<file path="config.mk">
export PLATFORM = sky130hd
export DESIGN_NAME = spram_fifo_fwft_flat
export DESIGN_NICKNAME = d
export VERILOG_FILES = /design/src/rtl/spram_fifo_pkg.sv /design/src/rtl/spram_fifo_if.sv /design/src/rtl/spram_1rw.sv /design/src/rtl/spram_fifo_fwft.sv /design/src/flat_wrapper.sv
export SDC_FILE = /design/constraint.sdc
export NUM_CORES = 1
export LEC_CHECK = 0
export CAP_MARGIN = 0
export CORE_MARGIN = 2
export CORE_UTILIZATION = 55
export DETAILED_ROUTE_END_ITERATION = 8
export PLACE_DENSITY = 0.74
export REMOVE_ABC_BUFFERS = 1
export SLEW_MARGIN = 5
export SYNTH_ARGS = -nofsm -noshare
export SYNTH_HDL_FRONTEND = slang
export SYNTH_HIERARCHICAL = 1
export SYNTH_SLANG_ARGS = --single-unit
</file>
<file path="constraint.sdc">
create_clock -name clk -period 8.4 [get_ports clk]
set_clock_uncertainty 0.2 [all_clocks]
set_input_delay 1.68 -clock clk [delete_from_list [all_inputs] [get_ports clk]]
set_output_delay 1.68 -clock clk [all_outputs]
set_load 0.01 [all_outputs]
</file>
<file path="src/rtl/spram_fifo_pkg.sv">
// Shared types and helpers for the single-port-RAM FWFT FIFO.
package spram_fifo_pkg;

    // Operation issued to the single-port RAM in a given cycle.
    typedef enum logic [1:0] {
        RAM_IDLE = 2'd0,
        RAM_RD   = 2'd1,
        RAM_WR   = 2'd2
    } ram_op_e;

    // Number of prefetch (skid) buffer entries in front of the consumer.
    localparam int OUT_DEPTH = 2;

    // Occupancy counter width: must hold RAM words plus the prefetch buffer.
    function automatic int calc_cnt_width(input int depth);
        return $clog2(depth + OUT_DEPTH + 1);
    endfunction

endpackage

</file>
<file path="src/rtl/spram_fifo_if.sv">
// Producer/consumer handshake bundle for spram_fifo_fwft.
interface spram_fifo_if
    import spram_fifo_pkg::*;
#(
    parameter int DATA_WIDTH = 8,
    parameter int CNT_WIDTH  = calc_cnt_width(32)
);
    logic                  wvalid;
    logic                  wready;
    logic [DATA_WIDTH-1:0] wdata;
    logic                  rvalid;
    logic                  rready;
    logic [DATA_WIDTH-1:0] rdata;
    logic [CNT_WIDTH-1:0]  count;
    logic                  almost_full;
    logic                  almost_empty;

    // Environment side: produces writes, consumes reads.
    modport master (
        output wvalid, wdata, rready,
        input  wready, rvalid, rdata, count, almost_full, almost_empty
    );

    // FIFO side.
    modport slave (
        input  wvalid, wdata, rready,
        output wready, rvalid, rdata, count, almost_full, almost_empty
    );
endinterface

</file>
<file path="src/rtl/spram_1rw.sv">
// Behavioural single-port synchronous RAM, one access per cycle, read
// data valid one cycle after the read. Replaced by the macro at synthesis.
module spram_1rw
#(
    parameter int DATA_WIDTH = 8,
    parameter int FIFO_DEPTH = 32
) (
    input  logic                          clk,
    input  logic                          en,
    input  logic                          we,
    input  logic [$clog2(FIFO_DEPTH)-1:0] addr,
    input  logic [DATA_WIDTH-1:0]         wdata,
    output logic [DATA_WIDTH-1:0]         rdata
);
    logic [DATA_WIDTH-1:0] r_mem [FIFO_DEPTH];

    // Single port: either store wdata or register the addressed word.
    always_ff @(posedge clk) begin
        if (en) begin
            if (we) begin
                r_mem[addr] <= wdata;
            end else begin
                rdata <= r_mem[addr];
            end
        end
    end
endmodule

</file>
<file path="src/rtl/spram_fifo_fwft.sv">
// FWFT FIFO on a single-port RAM with a 2-entry prefetch buffer, an
// empty-case write bypass and programmable almost-full/empty flags.
module spram_fifo_fwft
    import spram_fifo_pkg::*;
#(
    parameter int DATA_WIDTH = 8,
    parameter int FIFO_DEPTH = 32,
    parameter int ADDR_WIDTH = $clog2(FIFO_DEPTH),
    parameter int CNT_WIDTH  = calc_cnt_width(FIFO_DEPTH),
    parameter int AF_THRESH  = FIFO_DEPTH - 2,
    parameter int AE_THRESH  = 1
) (
    input  logic        clk,
    input  logic        rst_n,
    spram_fifo_if.slave bus
);
    localparam logic [ADDR_WIDTH:0]  RAM_CAP = (ADDR_WIDTH + 1)'(FIFO_DEPTH);
    localparam logic [CNT_WIDTH-1:0] AF_LVL  = CNT_WIDTH'(AF_THRESH);
    localparam logic [CNT_WIDTH-1:0] AE_LVL  = CNT_WIDTH'(AE_THRESH);

    logic [ADDR_WIDTH-1:0] r_wr_ptr, r_rd_ptr;
    logic [ADDR_WIDTH:0]   r_ram_cnt;
    logic                  r_inflight;
    logic [DATA_WIDTH-1:0] r_buf0, r_buf1;
    logic [1:0]            r_buf_cnt;
    logic                  r_rvalid;
    logic [CNT_WIDTH-1:0]  r_count;
    logic                  r_af, r_ae;

    ram_op_e               w_ram_op;
    logic                  w_bypass_wr;
    logic                  w_wready, w_wfire, w_rfire;
    logic                  w_ram_empty, w_need_pf, w_bypass_ok;
    logic [2:0]            w_pf_load;
    logic [DATA_WIDTH-1:0] w_ram_rdata;
    logic                  w_in_valid;
    logic [DATA_WIDTH-1:0] w_in_data;
    logic [DATA_WIDTH-1:0] w_buf0_next, w_buf1_next;
    logic [1:0]            w_buf_cnt_next;
    logic [CNT_WIDTH-1:0]  w_count_next;

    assign w_ram_empty = (r_ram_cnt == '0);
    assign w_pf_load   = {1'b0, r_buf_cnt} + {2'b00, r_inflight};
    assign w_need_pf   = !w_ram_empty && (w_pf_load < 3'd2);
    assign w_bypass_ok = w_ram_empty && !r_inflight && (r_buf_cnt < 2'd2);
    assign w_wfire     = bus.wvalid && w_wready;
    assign w_rfire     = r_rvalid && bus.rready;

    // Write acceptance from registered state only (never rready/wvalid).
    always_comb begin
        w_wready = 1'b0;
        if (!rst_n) begin
            w_wready = 1'b0;
        end else if (w_need_pf) begin
            w_wready = w_bypass_ok;
        end else if (w_bypass_ok) begin
            w_wready = 1'b1;
        end else begin
            w_wready = (r_ram_cnt < RAM_CAP);
        end
    end

    // RAM port arbitration: prefetch first, then bypass, then RAM write.
    // A port left idle is reused for a read when the head is popped, so a
    // pure drain keeps one word per cycle.
    always_comb begin
        w_ram_op    = RAM_IDLE;
        w_bypass_wr = 1'b0;
        if (w_need_pf) begin
            w_ram_op = RAM_RD;
        end else if (w_bypass_ok) begin
            w_bypass_wr = w_wfire;
        end else if (w_wfire) begin
            w_ram_op = RAM_WR;
        end else if (!w_ram_empty && (w_pf_load < (3'd2 + {2'b00, w_rfire}))) begin
            w_ram_op = RAM_RD;
        end else begin
            w_ram_op = RAM_IDLE;
        end
    end

    spram_1rw #(
        .DATA_WIDTH (DATA_WIDTH),
        .FIFO_DEPTH (FIFO_DEPTH)
    ) u_ram (
        .clk   (clk),
        .en    (w_ram_op != RAM_IDLE),
        .we    (w_ram_op == RAM_WR),
        .addr  ((w_ram_op == RAM_WR) ? r_wr_ptr : r_rd_ptr),
        .wdata (bus.wdata),
        .rdata (w_ram_rdata)
    );

    // RAM return and bypass never coincide: bypass needs no read in flight.
    assign w_in_valid = r_inflight || w_bypass_wr;
    assign w_in_data  = r_inflight ? w_ram_rdata : bus.wdata;

    // Prefetch buffer next state: pop at the head, append at the tail.
    always_comb begin
        w_buf0_next    = r_buf0;
        w_buf1_next    = r_buf1;
        w_buf_cnt_next = r_buf_cnt;
        case ({w_rfire, w_in_valid})
            2'b01: begin
                if (r_buf_cnt == 2'd0) begin
                    w_buf0_next = w_in_data;
                end else begin
                    w_buf1_next = w_in_data;
                end
                w_buf_cnt_next = r_buf_cnt + 2'd1;
            end
            2'b10: begin
                w_buf0_next    = r_buf1;
                w_buf_cnt_next = r_buf_cnt - 2'd1;
            end
            2'b11: begin
                if (r_buf_cnt == 2'd1) begin
                    w_buf0_next = w_in_data;
                end else begin
                    w_buf0_next = r_buf1;
                    w_buf1_next = w_in_data;
                end
            end
            default: w_buf_cnt_next = r_buf_cnt;
        endcase
    end

    // Total occupancy follows accepted writes and reads.
    always_comb begin
        case ({w_wfire, w_rfire})
            2'b10:   w_count_next = r_count + {{(CNT_WIDTH-1){1'b0}}, 1'b1};
            2'b01:   w_count_next = r_count - {{(CNT_WIDTH-1){1'b0}}, 1'b1};
            default: w_count_next = r_count;
        endcase
    end

    // State registers; reset also drops any read data still in flight.
    always_ff @(posedge clk) begin
        if (!rst_n) begin
            r_wr_ptr   <= '0;
            r_rd_ptr   <= '0;
            r_ram_cnt  <= '0;
            r_inflight <= 1'b0;
            r_buf0     <= '0;
            r_buf1     <= '0;
            r_buf_cnt  <= 2'd0;
            r_rvalid   <= 1'b0;
            r_count    <= '0;
            r_af       <= 1'b0;
            r_ae       <= 1'b1;
        end else begin
            if (w_ram_op == RAM_WR) begin
                r_wr_ptr  <= r_wr_ptr + {{(ADDR_WIDTH-1){1'b0}}, 1'b1};
                r_ram_cnt <= r_ram_cnt + {{ADDR_WIDTH{1'b0}}, 1'b1};
            end else if (w_ram_op == RAM_RD) begin
                r_rd_ptr  <= r_rd_ptr + {{(ADDR_WIDTH-1){1'b0}}, 1'b1};
                r_ram_cnt <= r_ram_cnt - {{ADDR_WIDTH{1'b0}}, 1'b1};
            end
            r_inflight <= (w_ram_op == RAM_RD);
            r_buf0     <= w_buf0_next;
            r_buf1     <= w_buf1_next;
            r_buf_cnt  <= w_buf_cnt_next;
            r_rvalid   <= (w_buf_cnt_next != 2'd0);
            r_count    <= w_count_next;
            r_af       <= (w_count_next >= AF_LVL);
            r_ae       <= (w_count_next <= AE_LVL);
        end
    end

    assign bus.wready       = w_wready;
    assign bus.rvalid       = r_rvalid;
    assign bus.rdata        = r_buf0;
    assign bus.count        = r_count;
    assign bus.almost_full  = r_af;
    assign bus.almost_empty = r_ae;
endmodule

</file>
<file path="src/flat_wrapper.sv">
// flat-port wrapper written by rule: the top's interface ports become plain ports
module spram_fifo_fwft_flat import spram_fifo_pkg::*;
#(
    parameter int DATA_WIDTH = 8,
    parameter int FIFO_DEPTH = 32,
    parameter int ADDR_WIDTH = $clog2(FIFO_DEPTH),
    parameter int CNT_WIDTH  = calc_cnt_width(FIFO_DEPTH),
    parameter int AF_THRESH  = FIFO_DEPTH - 2,
    parameter int AE_THRESH  = 1
)
  (clk, rst_n, bus_wvalid, bus_wdata, bus_rready, bus_wready, bus_rvalid, bus_rdata, bus_count, bus_almost_full, bus_almost_empty);
  spram_fifo_if #(.DATA_WIDTH(DATA_WIDTH), .CNT_WIDTH(CNT_WIDTH)) bus_i ();
  input  logic clk;
  input  logic rst_n;
  input wire logic [$bits(bus_i.wvalid)-1:0] bus_wvalid;
  input wire logic [$bits(bus_i.wdata)-1:0] bus_wdata;
  input wire logic [$bits(bus_i.rready)-1:0] bus_rready;
  output wire logic [$bits(bus_i.wready)-1:0] bus_wready;
  output wire logic [$bits(bus_i.rvalid)-1:0] bus_rvalid;
  output wire logic [$bits(bus_i.rdata)-1:0] bus_rdata;
  output wire logic [$bits(bus_i.count)-1:0] bus_count;
  output wire logic [$bits(bus_i.almost_full)-1:0] bus_almost_full;
  output wire logic [$bits(bus_i.almost_empty)-1:0] bus_almost_empty;
  assign bus_i.wvalid = bus_wvalid;
  assign bus_i.wdata = bus_wdata;
  assign bus_i.rready = bus_rready;
  assign bus_wready = bus_i.wready;
  assign bus_rvalid = bus_i.rvalid;
  assign bus_rdata = bus_i.rdata;
  assign bus_count = bus_i.count;
  assign bus_almost_full = bus_i.almost_full;
  assign bus_almost_empty = bus_i.almost_empty;
  spram_fifo_fwft #(.DATA_WIDTH(DATA_WIDTH), .FIFO_DEPTH(FIFO_DEPTH), .ADDR_WIDTH(ADDR_WIDTH), .CNT_WIDTH(CNT_WIDTH), .AF_THRESH(AF_THRESH), .AE_THRESH(AE_THRESH)) u_core (.clk(clk), .rst_n(rst_n), .bus(bus_i));
endmodule
</file>
# Word-level counts from Yosys, hierarchy flattened
# Memories as Yosys holds them, arrays and structs flattened. A register that Yosys moved wholly into a read port is not among the register bits.
# Cells that the tools add are included.
# word_totals
reg_bits,44
mem_bits_rw,256
in_bits,12
word_cells,84
mem_count,1
# op_classes
add_sub_neg,10
order_cmp,6
eq_ne,11
n_mux,24
bitwise_logic,1
n_reduce_logical,20
# memory_table
name,words,word_bits,rd,rd_ports_with_merged_regs,wr,line,rtl
u_core.u_ram.r_mem,32,8,1,1,1,spram_1rw.sv:15,logic [DATA_WIDTH-1:0] r_mem [FIFO_DEPTH];
# op_table
op,count
$mux 8,5
$pmux 8 s3,1
$pmux 8 s2,1
$add 6x1->6 const B,2
$mux 6,2
$pmux 6 s2,1
$sub 6x1->6 const B,2
$add 5x1->5 const B,2
$mux 1,9
$eq 2x1->1 const B,4
$eq 2x2->1 const B,4
$reduce_bool 2->1,4
$ge 6x5->1 const B,1
$le 6x1->1 const B,1
$logic_and 1x1->1,6
$logic_not 6->1,1
$lt 6x6->1 const B,1
$mux 2,3
$reduce_and 2->1,3
$mux 5,1
$ne 2x2->1 const B,2
$pmux 2 s2,1
$add 2x1->3,1
$add 2x1->3 const A,1
other kinds (12),13

# Depth between registers and ports, before layout
# Gate-level depths: netlist (run 1).
# depth
depth_word,14
ltp_mapped,16
mapped_depth_nobuf,14

# Cells and area by module
# Netlist (run 1), hierarchy kept.
# by_module_without_submodules
mod,instances,cells_per_inst,area_each_um2,seq_area_each_um2
spram_1rw,1,580,10289.9,7927.6
spram_fifo_fwft,1,271,2522.4,880.8

# Least setup slack after synthesis (run 1)
# No wires, ideal clock.
# synth_path
kind,input -> register
start,input port rst_n
end,memory u_core.u_ram.r_mem[25][0] (enable)
setup_ps,383
arrival_time_ps,4751
setup_slack_ps,3066
path_stages,13
cell_sequence,nand2b_1 > a211oi_2 > nor3_1 > o21ai_0 > ha_1 > clkbuf_1 > mux2_2 > clkbuf_1 > buf_2 > buf_2 > nor2_1 > nand2_1 > nor3_1
# synth_between
elab_chain_cells,9
# synth_rtl
item,line,rtl
start: declaration,flat_wrapper.sv:14,input logic rst_n;
$mux 1 *,spram_fifo_fwft.sv:52,if (!rst_n) begin
$logic_and 1x1->1 *,spram_fifo_fwft.sv:46,assign w_wfire = bus.wvalid && w_wready;
$mux 2 *,spram_fifo_fwft.sv:73,end else if (w_wfire) begin
$mux 2 *,spram_fifo_fwft.sv:71,end else if (w_bypass_ok) begin
$mux 2 *,spram_fifo_fwft.sv:69,if (w_need_pf) begin
$eq 2x2->1,"spram_fifo_fwft.sv:88, spram_fifo_fwft.sv:89",
$mux 1,spram_1rw.sv:20,if (we) begin
$mux 1,spram_1rw.sv:19,if (en) begin
$mux 1 (implied by the code),spram_1rw.sv:21,r_mem[addr] <= wdata;
end: declaration,spram_1rw.sv:15,
# Mark *: on every way between the ends. The rest lies on a longest branch, timed or not.

# Worst setup path after layout (run 1)
# layout_path
start,input port rst_n
end,memory u_core.u_ram.r_mem[27][2] (enable)
# The elaborated chain is that of the path after synthesis.

==> flow_summary.yaml, run 1 <==
sta:
  finalSetupViolations: 0
  fin_tns_setup_ns: 0
  slew-limit-headroom_pct: 21.2
  period_minus_slack_ns: 6.56
  whs_ns: 0.295
  rsz0062_at_grt: "no"
  max_freq_mhz: 152
  finalHoldViolCount: 0
  worst_pin_slew_ns: 1.17
  fin_crit_sh_pct: 78.1
  finalMaxSlewViolations: 0
clock_tree:
  clk_path_buf_depth: 3
  cts_inserted_buffers: 30
  clk_latency_ns: 0.57
  postCtsHoldBufs: 0
  post_cts_buffers: 0
  cts_tree: "built"
  cts.clk_slew.worst_paths_ns: 0.06
  cts_resized: 0
  cts_sinks: 308
  cts-root-buf: "clkbuf_16"
  cts_htree_levels: 1
run_status:
  status: "completed"
synth:
  yosys.area.top_type: "edfxtp_1"
  synth_top_area_share_pct: 61.9
  synthFlopType: "edfxtp_1"
  async_reset_ff_share_pct: 0
  ys_top_cells_by_count: "264 x edfxtp_1, 141 x mux2i_1, 67 x nor2_1, 64 x o22ai_1, 44 x dfxtp_1"
  yosysSeqAreaShare_pct: 68.8
  synthCells: 851
  yosysMostFrequentCell: "edfxtp_1"
  synth_edf_count: 264
  synthDistinctLibCells: 57
  synth_seq_cells: 308
  ys_warn_count: 6
  synth_area_per_cell_um2: 15.1
  syn_area_um2: 12800
  synthTopCellsByArea: "edfxtp_1 62%, mux2i_1 11%, dfxtp_1 6.9%"
critical_path:
  crit_buf_inv: 1
  path_cells: "clkdlybuf4s50_1 > nand2b_1 > a211oi_2 > nor3_1 > o21ai_0 > ha_1 > mux2_8 > nand4_1 > nor3_1"
  crit_family: "simple AND/OR/NAND/NOR gates"
  r2r.worst_path.cells: 10
  crit_path_end_kind: "flip-flop"
  timing.rr.start: "u_core/r_inflight"
  crit_type: "in -> reg"
  slowest_delay_ns: 1.06
  startpoint: "rst_n"
  path_max_fanout: 87
  critPathRequiredTime_ns: 8.36
  crit_slowest_cell: "nor3_1"
  critPathMostFrequentCell: "nor3_1"
  r2r_slack_ns: 2.61
  reg2reg_to: "u_core/u_ram/r_mem[27][2]"
  crit_path_start_kind: "input port"
  arrival_ns: 6.52
worst_hold_path:
  holdCritPathClass: "reg -> reg"
  min_to: "u_core/r_buf1[7]"
  hold_depth: 2
  hp-start: "u_core/r_buf1[7]"
floorplan:
  die_height_um: 157
  core_um2: 22800
  std_cell_rows: 55
  start_util_pct: 56.2
  die_w_um: 157
  io_pins: 30
  die-area_um2: 24500
power:
  finalPower_uw: 4290
  powerDensity_nw_per_um2: 299
  leakage_uw: 0.00465
  ir_worst_vdd_uv: 189
placed_design:
  dp_hpwl_mm: 15.9
  portBuffers: 29
  place_area_um2: 13400
  gp_congestion: 0.813
layout:
  drive_above_1_share_pct: 8.54
  area_growth_pct: 11.9
  final_area_um2: 14300
  fin_nets: 916
  antenna_cells: 0
drt:
  vias: 7374
  wl_per_cell_um: 21.3
  wl_mm: 25.9
  ant_nets: 0
  route.detailed.drc: 0
  first_pass_iters: 7
  via_per_inst: 6.07
  first_iter_violations: 805
global_route:
  grt-ovfl-total: 0
  grt_start_max_net_pins: 88
  track_usage_pct: 21.5
  grt_pass1_vias: 6984
  antenna_found_initial: 0
  grt_pass1_wl_mm: 40.2
run:
  maxCapViolations: 0
-- stage by stage --
stage               utilization (%)  std cells  setup slack [ns]
detailed placement             58.7       1161              1.40
floorplan                         -        808             0.967
CTS                            63.0       1215              1.92
global placement               58.7       1161              1.54
global route                   63.0       1215              1.45
finish                         63.0       1215              1.84
-- cell usage in the layout (no fill, tap or decap), drive strengths merged, types with 3 or more instances in the layout --
cell and instances:
edfxtp 264, mux2i 141, nor2 67, o22ai 64, dfxtp 44, clkbuf 33, clkdlybuf4s50 29, nand2 24
ha 22, nor4 17, clkinv 17, nor3 15, mux2 14, inv 12, buf 11, and2 8
a221oi 8, a21oi 8, o21ai 8, xor2 7, a211oi 7, nand4 6, xnor2 6, nand4b 6
or4b 6, nand4bb 5, o21a 4, nor4b 4, nand3 4, bufinv 3, a21o 3, a31oi 3
nor2b 3, or3b 3
-- tightest hold or removal path, cell delays in order (launching register included) --
cell and delay [ns]:
dfxtp_1 0.33, mux2i_1 0.07, nor2_1 0.07
-- registers in the layout, indices dropped and copies added, names as in the netlist --
signal                   flops
u_core/r_buf1                8
u_core/r_buf_cnt             2
u_core/bus.rvalid            1
u_core/u_ram/rdata           8
u_core/r_ram_cnt             6
u_core/bus.rdata             8
u_core/bus.almost_full       1
u_core/r_rd_ptr              5
u_core/bus.count             6
u_core/r_wr_ptr              5
u_core/r_inflight            1
u_core/bus.almost_empty      1
u_core/u_ram/r_mem         256
-- worst max-delay path by stage --
| stage | slack, ns | to | cells past startpoint |
|---|---|---|---|
| after floorplan | 0.97 | u_core/u_ram/r_mem[27][0] | 8 |
| after global placement | 1.54 | u_core/u_ram/r_mem[27][4] | 9 |
| after detailed placement | 1.40 | u_core/u_ram/r_mem[27][4] | 9 |
| after CTS | 1.92 | u_core/u_ram/r_mem[27][2] | 9 |
| after global routing | 1.45 | u_core/u_ram/r_mem[27][2] | 9 |
| final | 1.84 | u_core/u_ram/r_mem[27][2] | 9 |
-- cells by family after synthesis --
group | Yosys count | share of synthesized area [%]
xor gates and xnor gates | 13 | 0.889
AOI/OAI and AO/OA | 112 | 5.85
muxes | 155 | 12.2
adders and majority gates | 24 | 2.46
buffers and inverters | 56 | 2.02
DFF | 308 | 68.7
and+or+nand+nor | 183 | 7.78
-- where the power goes --
part / internal, uW / switching [uW] / total (uW)
clock network: 744 / 546 / 1290
registers: 1770 / 70.7 / 1840
logic: 507 / 651 / 1160
total: 3020 / 1270 / 4290
-- metal layers --
| metal | GRT usage [%] | share of wire, % | wire, um | vias to the layer above |
|---|---|---|---|---|
| met4 | 6.55 | 2.8 | 724 | 0 |
| met3 | 3.63 | 5.7 | 1470 | 39 |
| met2 | 34.4 | 47 | 12200 | 244 |
| met1 | 30.7 | 44 | 11500 | 3705 |
| met5 | 0 | 0 | 0 | - |
| li1 | - | - | - | 3386 |
-- layout make-up --
| class | instances | area (um^2) |
|---|---|---|
| flip-flops and latches | 308 | 8810 |
| fillers | 1667 | 8440 |
| repair buffers | 40 | 373 |
| clock buffers | 33 | 762 |
| clock inverters | 21 | 196 |
| inverters | 13 | 48.8 |
| multi-input cells | 487 | 3760 |
| well taps | 313 | 392 |
No activity file was read; power rests on OpenSTA's default activity.
==> inputs of run 2 (changes only) <==
==> constraint.sdc (replaced) <==
create_clock -name clk -period 6.8 [get_ports clk]
set_clock_uncertainty 0.2 [all_clocks]
set_input_delay 1.36 -clock clk [delete_from_list [all_inputs] [get_ports clk]]
set_output_delay 1.36 -clock clk [all_outputs]
set_load 0.01 [all_outputs]
==> run 2 against run 1 <==
- wire length increased by 4.2%
- core utilization increased by 0.75 points
- global-route usage increased by 1.0 points
- largest cell class unchanged
- cell count increased by 0.74%
- sequential share of layout area decreased by 0.73 points
- hold slack improved by 0.0018 ns
- highest routed layer unchanged
- sequential power increased by 24%
- register-to-register slack got worse by 0.86 ns
- non-clock buffer count increased by 6
- power increased by 27%
- combinational power increased by 22%
==> flow_summary.yaml, run 2 (same netlist as run 1, synthesis figures left out) <==
layout:
  area_growth_pct: 13.3
  largest_reg_flops: 256
  mostFrequentLayoutCell: "edfxtp_1"
  antenna_cells: 0
  drive_above_1_share_pct: 9.44
  top_register: "u_core/u_ram/r_mem"
  fin_nets: 926
  layout_common_cells: "264 x edfxtp_1, 141 x mux2i_1, 67 x nor2_1"
critical_path:
  critPathRequiredTime_ns: 6.82
  crit_slowest_cell: "nor4_1"
  path_cells: "clkdlybuf4s50_1 > nand2b_1 > a211oi_2 > nor3_1 > o21ai_0 > ha_1 > mux2_8 > buf_12 > mux2i_1 > o22ai_1 > nor4_1 > nand2_1"
  crit_type: "in -> reg"
  arrival_ns: 5.56
  crit_path_start_kind: "input port"
  path_max_fanout: 60
  r2r.worst_path.cells: 13
  slowest_delay_ns: 0.80
  crit_path_end_kind: "flip-flop"
worst_hold_path:
  holdCritPathClass: "reg -> reg"
  hold_depth: 2
floorplan:
  die_w_um: 157
  start_util_pct: 56.2
  core_um2: 22800
  io_pins: 30
  die_height_um: 157
  die-area_um2: 24500
  std_cell_rows: 55
run:
  maxCapViolations: 0
clock_tree:
  cts_sinks: 308
  postCtsHoldBufs: 0
  cts_tree: "built"
  clk_path_buf_depth: 3
  cts_htree_levels: 2
  cts_resized: 0
  cts_inserted_buffers: 34
  cts.clk_slew.worst_paths_ns: 0.06
  clk_latency_ns: 0.51
  cts-root-buf: "clkbuf_16"
  post_cts_buffers: 0
power:
  powerDensity_nw_per_um2: 376
  ir_worst_vdd_uv: 222
  finalPower_uw: 5450
  leakage_uw: 0.00474
placed_design:
  portBuffers: 29
  gp_congestion: 0.919
  dp_hpwl_mm: 17.1
drt:
  first_iter_violations: 642
  via_per_inst: 6.11
  wl_per_cell_um: 22.0
  wl_mm: 26.9
  vias: 7476
  first_pass_iters: 5
  route.detailed.drc: 0
  ant_nets: 0
global_route:
  grt-ovfl-total: 0
  antenna_found_initial: 0
  track_usage_pct: 22.5
  grt_start_max_net_pins: 61
  grt_pass1_wl_mm: 41.5
  grt_pass1_vias: 7168
sta:
  slew-limit-headroom_pct: 35.1
  max_freq_mhz: 180
  fin_tns_setup_ns: 0
  finalHoldViolCount: 0
  period_minus_slack_ns: 5.54
  rsz0062_at_grt: "no"
  finalMaxSlewViolations: 0
  fin_crit_sh_pct: 81.5
  finalSetupViolations: 0
  worst_pin_slew_ns: 0.968
run_status:
  status: "completed"
[run 2: worst max-delay path: cells and delay by family]
| kind | cells | cell delay [ns] |
|---|---|---|
| simple gates | 4 | 1.20 |
| buf+inv | 2 | 1.07 |
| mux | 2 | 0.81 |
| compound gates | 3 | 0.70 |
| fa+ha+maj | 1 | 0.26 |
[run 2: final timing paths]
check,start,endpoint,slack (ns)
worst min-delay path,u_core/bus.rdata[5],u_core/bus.rdata[5],0.30
worst min register to register,u_core/bus.rdata[5],u_core/bus.rdata[5],0.30
worst max-delay path,rst_n,u_core/u_ram/rdata[6],1.26
worst max register to register,u_core/r_inflight,u_core/u_ram/rdata[6],1.75
[run 2: stage by stage]
step           setup WS (ns)  hold WS (ns)  cell area [um^2]  instances  utilization (%)
6_report                1.26         0.297             14500       1224             63.7
5_1_grt                0.972         0.319             14500       1224             63.7
4_1_cts                 1.27         0.299             14500       1224             63.7
3_5_place_dp           0.774         0.285             13400       1167             59.0
3_3_place_gp           0.782         0.274             13400       1167             59.0
2_1_floorplan         -0.313         0.260             12600        808                -
[run 2: report_power, final]
group | internal [uW] | total [uW] | switching [uW] | leakage, uW
clock network | 1060 | 1760 | 704 | 0.000523
logic | 629 | 1410 | 780 | 0.00148
registers | 2190 | 2280 | 96.8 | 0.00274
[run 2: layer usage]
| layer | vias to the layer above | part of all wire [%] | global-route usage [%] |
|---|---|---|---|
| li1 | 3410 | - | - |
| met3 | 54 | 6.4 | 3.43 |
| met4 | 0 | 2.7 | 7.86 |
| met1 | 3721 | 44 | 31.8 |
| met5 | - | 0 | 0 |
| met2 | 291 | 47 | 36.1 |
[run 2: area by class of cell]
cell class                      count  area (um^2)
Sequential cell                   308         8810
Timing Repair Buffer               46          430
Clock inverter                     14          166
Fill cell                        1645         8270
Inverter                           13         48.8
Clock buffer                       43          906
Multi-Input combinational cell    487         3760
Tap cell                          313          392
==> inputs of run 3 (changes only) <==
--- a/config.mk
+++ b/config.mk
@@ -9,7 +9,7 @@
 export CORE_MARGIN = 2
 export CORE_UTILIZATION = 55
 export DETAILED_ROUTE_END_ITERATION = 8
-export PLACE_DENSITY = 0.74
+export PLACE_DENSITY = 0.77
 export REMOVE_ABC_BUFFERS = 1
 export SLEW_MARGIN = 5
 export SYNTH_ARGS = -nofsm -noshare
==> constraint.sdc (replaced) <==
create_clock -name clk -period 4.4 [get_ports clk]
set_clock_uncertainty 0.2 [all_clocks]
set_input_delay 0.88 -clock clk [delete_from_list [all_inputs] [get_ports clk]]
set_output_delay 0.88 -clock clk [all_outputs]
set_load 0.01 [all_outputs]
==> run 3 against run 2 <==
- die area is the same
- cell count is 6.9% higher
- sequential cell count is the same
- sequential power is 53% higher
- final area increased by 4.3%
- sequential share of layout area fell by 2.5 points
- setup slack lost 1.1 ns
- wire length grew 2.4%
- critical path type is now reg -> reg
- highest routed layer unchanged
==> flow_summary.yaml, run 3 (same netlist as run 1, synthesis figures left out) <==
run_status:
  status: "completed"
drt:
  vias: 7732
  first_iter_violations: 718
  ant_nets: 0
  via_per_inst: 5.91
  wl_mm: 27.6
  route.detailed.drc: 0
  first_pass_iters: 5
  wl_per_cell_um: 21.1
critical_path:
  path_max_fanout: 37
  r2r_slack_ns: 0.19
  crit_path_end_kind: "flip-flop"
  arrival_ns: 4.32
  crit_path_start_kind: "flip-flop"
  r2r.worst_path.cells: 15
  critPathRequiredTime_ns: 4.52
  crit_type: "reg -> reg"
global_route:
  grt-ovfl-total: 0
  antenna_found_initial: 0
  track_usage_pct: 22.8
  grt_pass1_vias: 7512
  grt_start_max_net_pins: 38
  grt_pass1_wl_mm: 42.4
power:
  finalPower_uw: 8570
  powerDensity_nw_per_um2: 567
  ir_worst_vdd_uv: 341
  leakage_uw: 0.00514
clock_tree:
  cts-root-buf: "clkbuf_16"
  cts_inserted_buffers: 31
  cts_tree: "built"
  clk_latency_ns: 0.57
  cts_htree_levels: 1
  cts_sinks: 308
  cts_resized: 0
  cts.clk_slew.worst_paths_ns: 0.06
  post_cts_buffers: 0
  clk_path_buf_depth: 3
  postCtsHoldBufs: 0
layout:
  top_register: "u_core/u_ram/r_mem"
  antenna_cells: 0
  drive_above_1_share_pct: 17.3
  fin_nets: 1007
  mostFrequentLayoutCell: "edfxtp_1"
  num-fill-cells: 1536
  area_growth_pct: 18.1
  largest_reg_flops: 256
  post-route-util_pct: 66.4
  layout_common_cells: "264 x edfxtp_1, 141 x mux2i_1, 97 x buf_4"
placed_design:
  portBuffers: 29
  dp_hpwl_mm: 17.7
  dp_slack_ns: -0.261
  gp_congestion: 0.861
sta:
  slew-limit-headroom_pct: 57.9
  finalHoldViolCount: 0
  finalSetupViolations: 0
  fin_crit_sh_pct: 95.6
  worst_pin_slew_ns: 0.628
  rsz0062_at_grt: "no"
  setup_ws_ns: 0.194
  period_minus_slack_ns: 4.21
  max_freq_mhz: 238
  fin_tns_setup_ns: 0
  finalMaxSlewViolations: 0
floorplan:
  start_util_pct: 56.2
  die-area_um2: 24500
  std_cell_rows: 55
  die_w_um: 157
  io_pins: 30
  core_um2: 22800
  die_height_um: 157
worst_hold_path:
  hold_depth: 2
  holdCritPathClass: "reg -> reg"
run:
  maxCapViolations: 0
==> run 3: stage by stage <==
step	area [um^2]	hold slack, ns	instances
finish	15100	0.299	1308
floorplan	12600	0.260	808
detailed placement	14100	0.288	1251
global route	15100	0.325	1308
CTS	15100	0.303	1308
global placement	14100	0.273	1251
==> run 3: report_power, final <==
part | internal [uW] | total [uW] | switching, uW
combinational | 1160 | 2460 | 1300
sequential | 3370 | 3490 | 120
clock | 1540 | 2620 | 1080
==> run 3: critical path, stage by stage (launching register included) <==
cell	delay, ns
dfxtp_1	0.40
ha_1	0.21
inv_1	0.05
ha_1	0.24
a211oi_2	0.23
nor3_1	0.09
o21ai_0	0.26
ha_1	0.38
buf_4	0.18
mux2_8	0.44
buf_12	0.23
mux2i_1	0.25
o22ai_1	0.12
buf_4	0.15
nor4_1	0.39
nand2_1	0.09
==> run 3: area by class of cell <==
class / count / area (um^2) / area share (%)
Sequential cell: 308 / 8810 / 58.2
Multi-Input combinational cell: 487 / 3760 / 24.8
Timing Repair Buffer: 130 / 1100 / 7.26
Clock buffer: 39 / 806 / 5.32
Tap cell: 313 / 392 / 2.59
Clock inverter: 18 / 220 / 1.46
Inverter: 13 / 48.8 / 0.322
==> run 3: path summary, 6_finish.rpt <==
| kind | endpoint | startpoint |
|---|---|---|
| max | u_core/u_ram/rdata[7] | u_core/r_buf_cnt[0] |
| min | u_core/r_buf1[0] | u_core/r_buf1[0] |
| max reg2reg | u_core/u_ram/rdata[7] | u_core/r_buf_cnt[0] |
| min reg2reg | u_core/r_buf1[0] | u_core/r_buf1[0] |
==> run 3: layer usage <==
layer	track usage, %	wire [um]
met1	32.0	11900
met2	36.6	12900
met3	4.82	2110
met4	5.81	637
met5	0	0
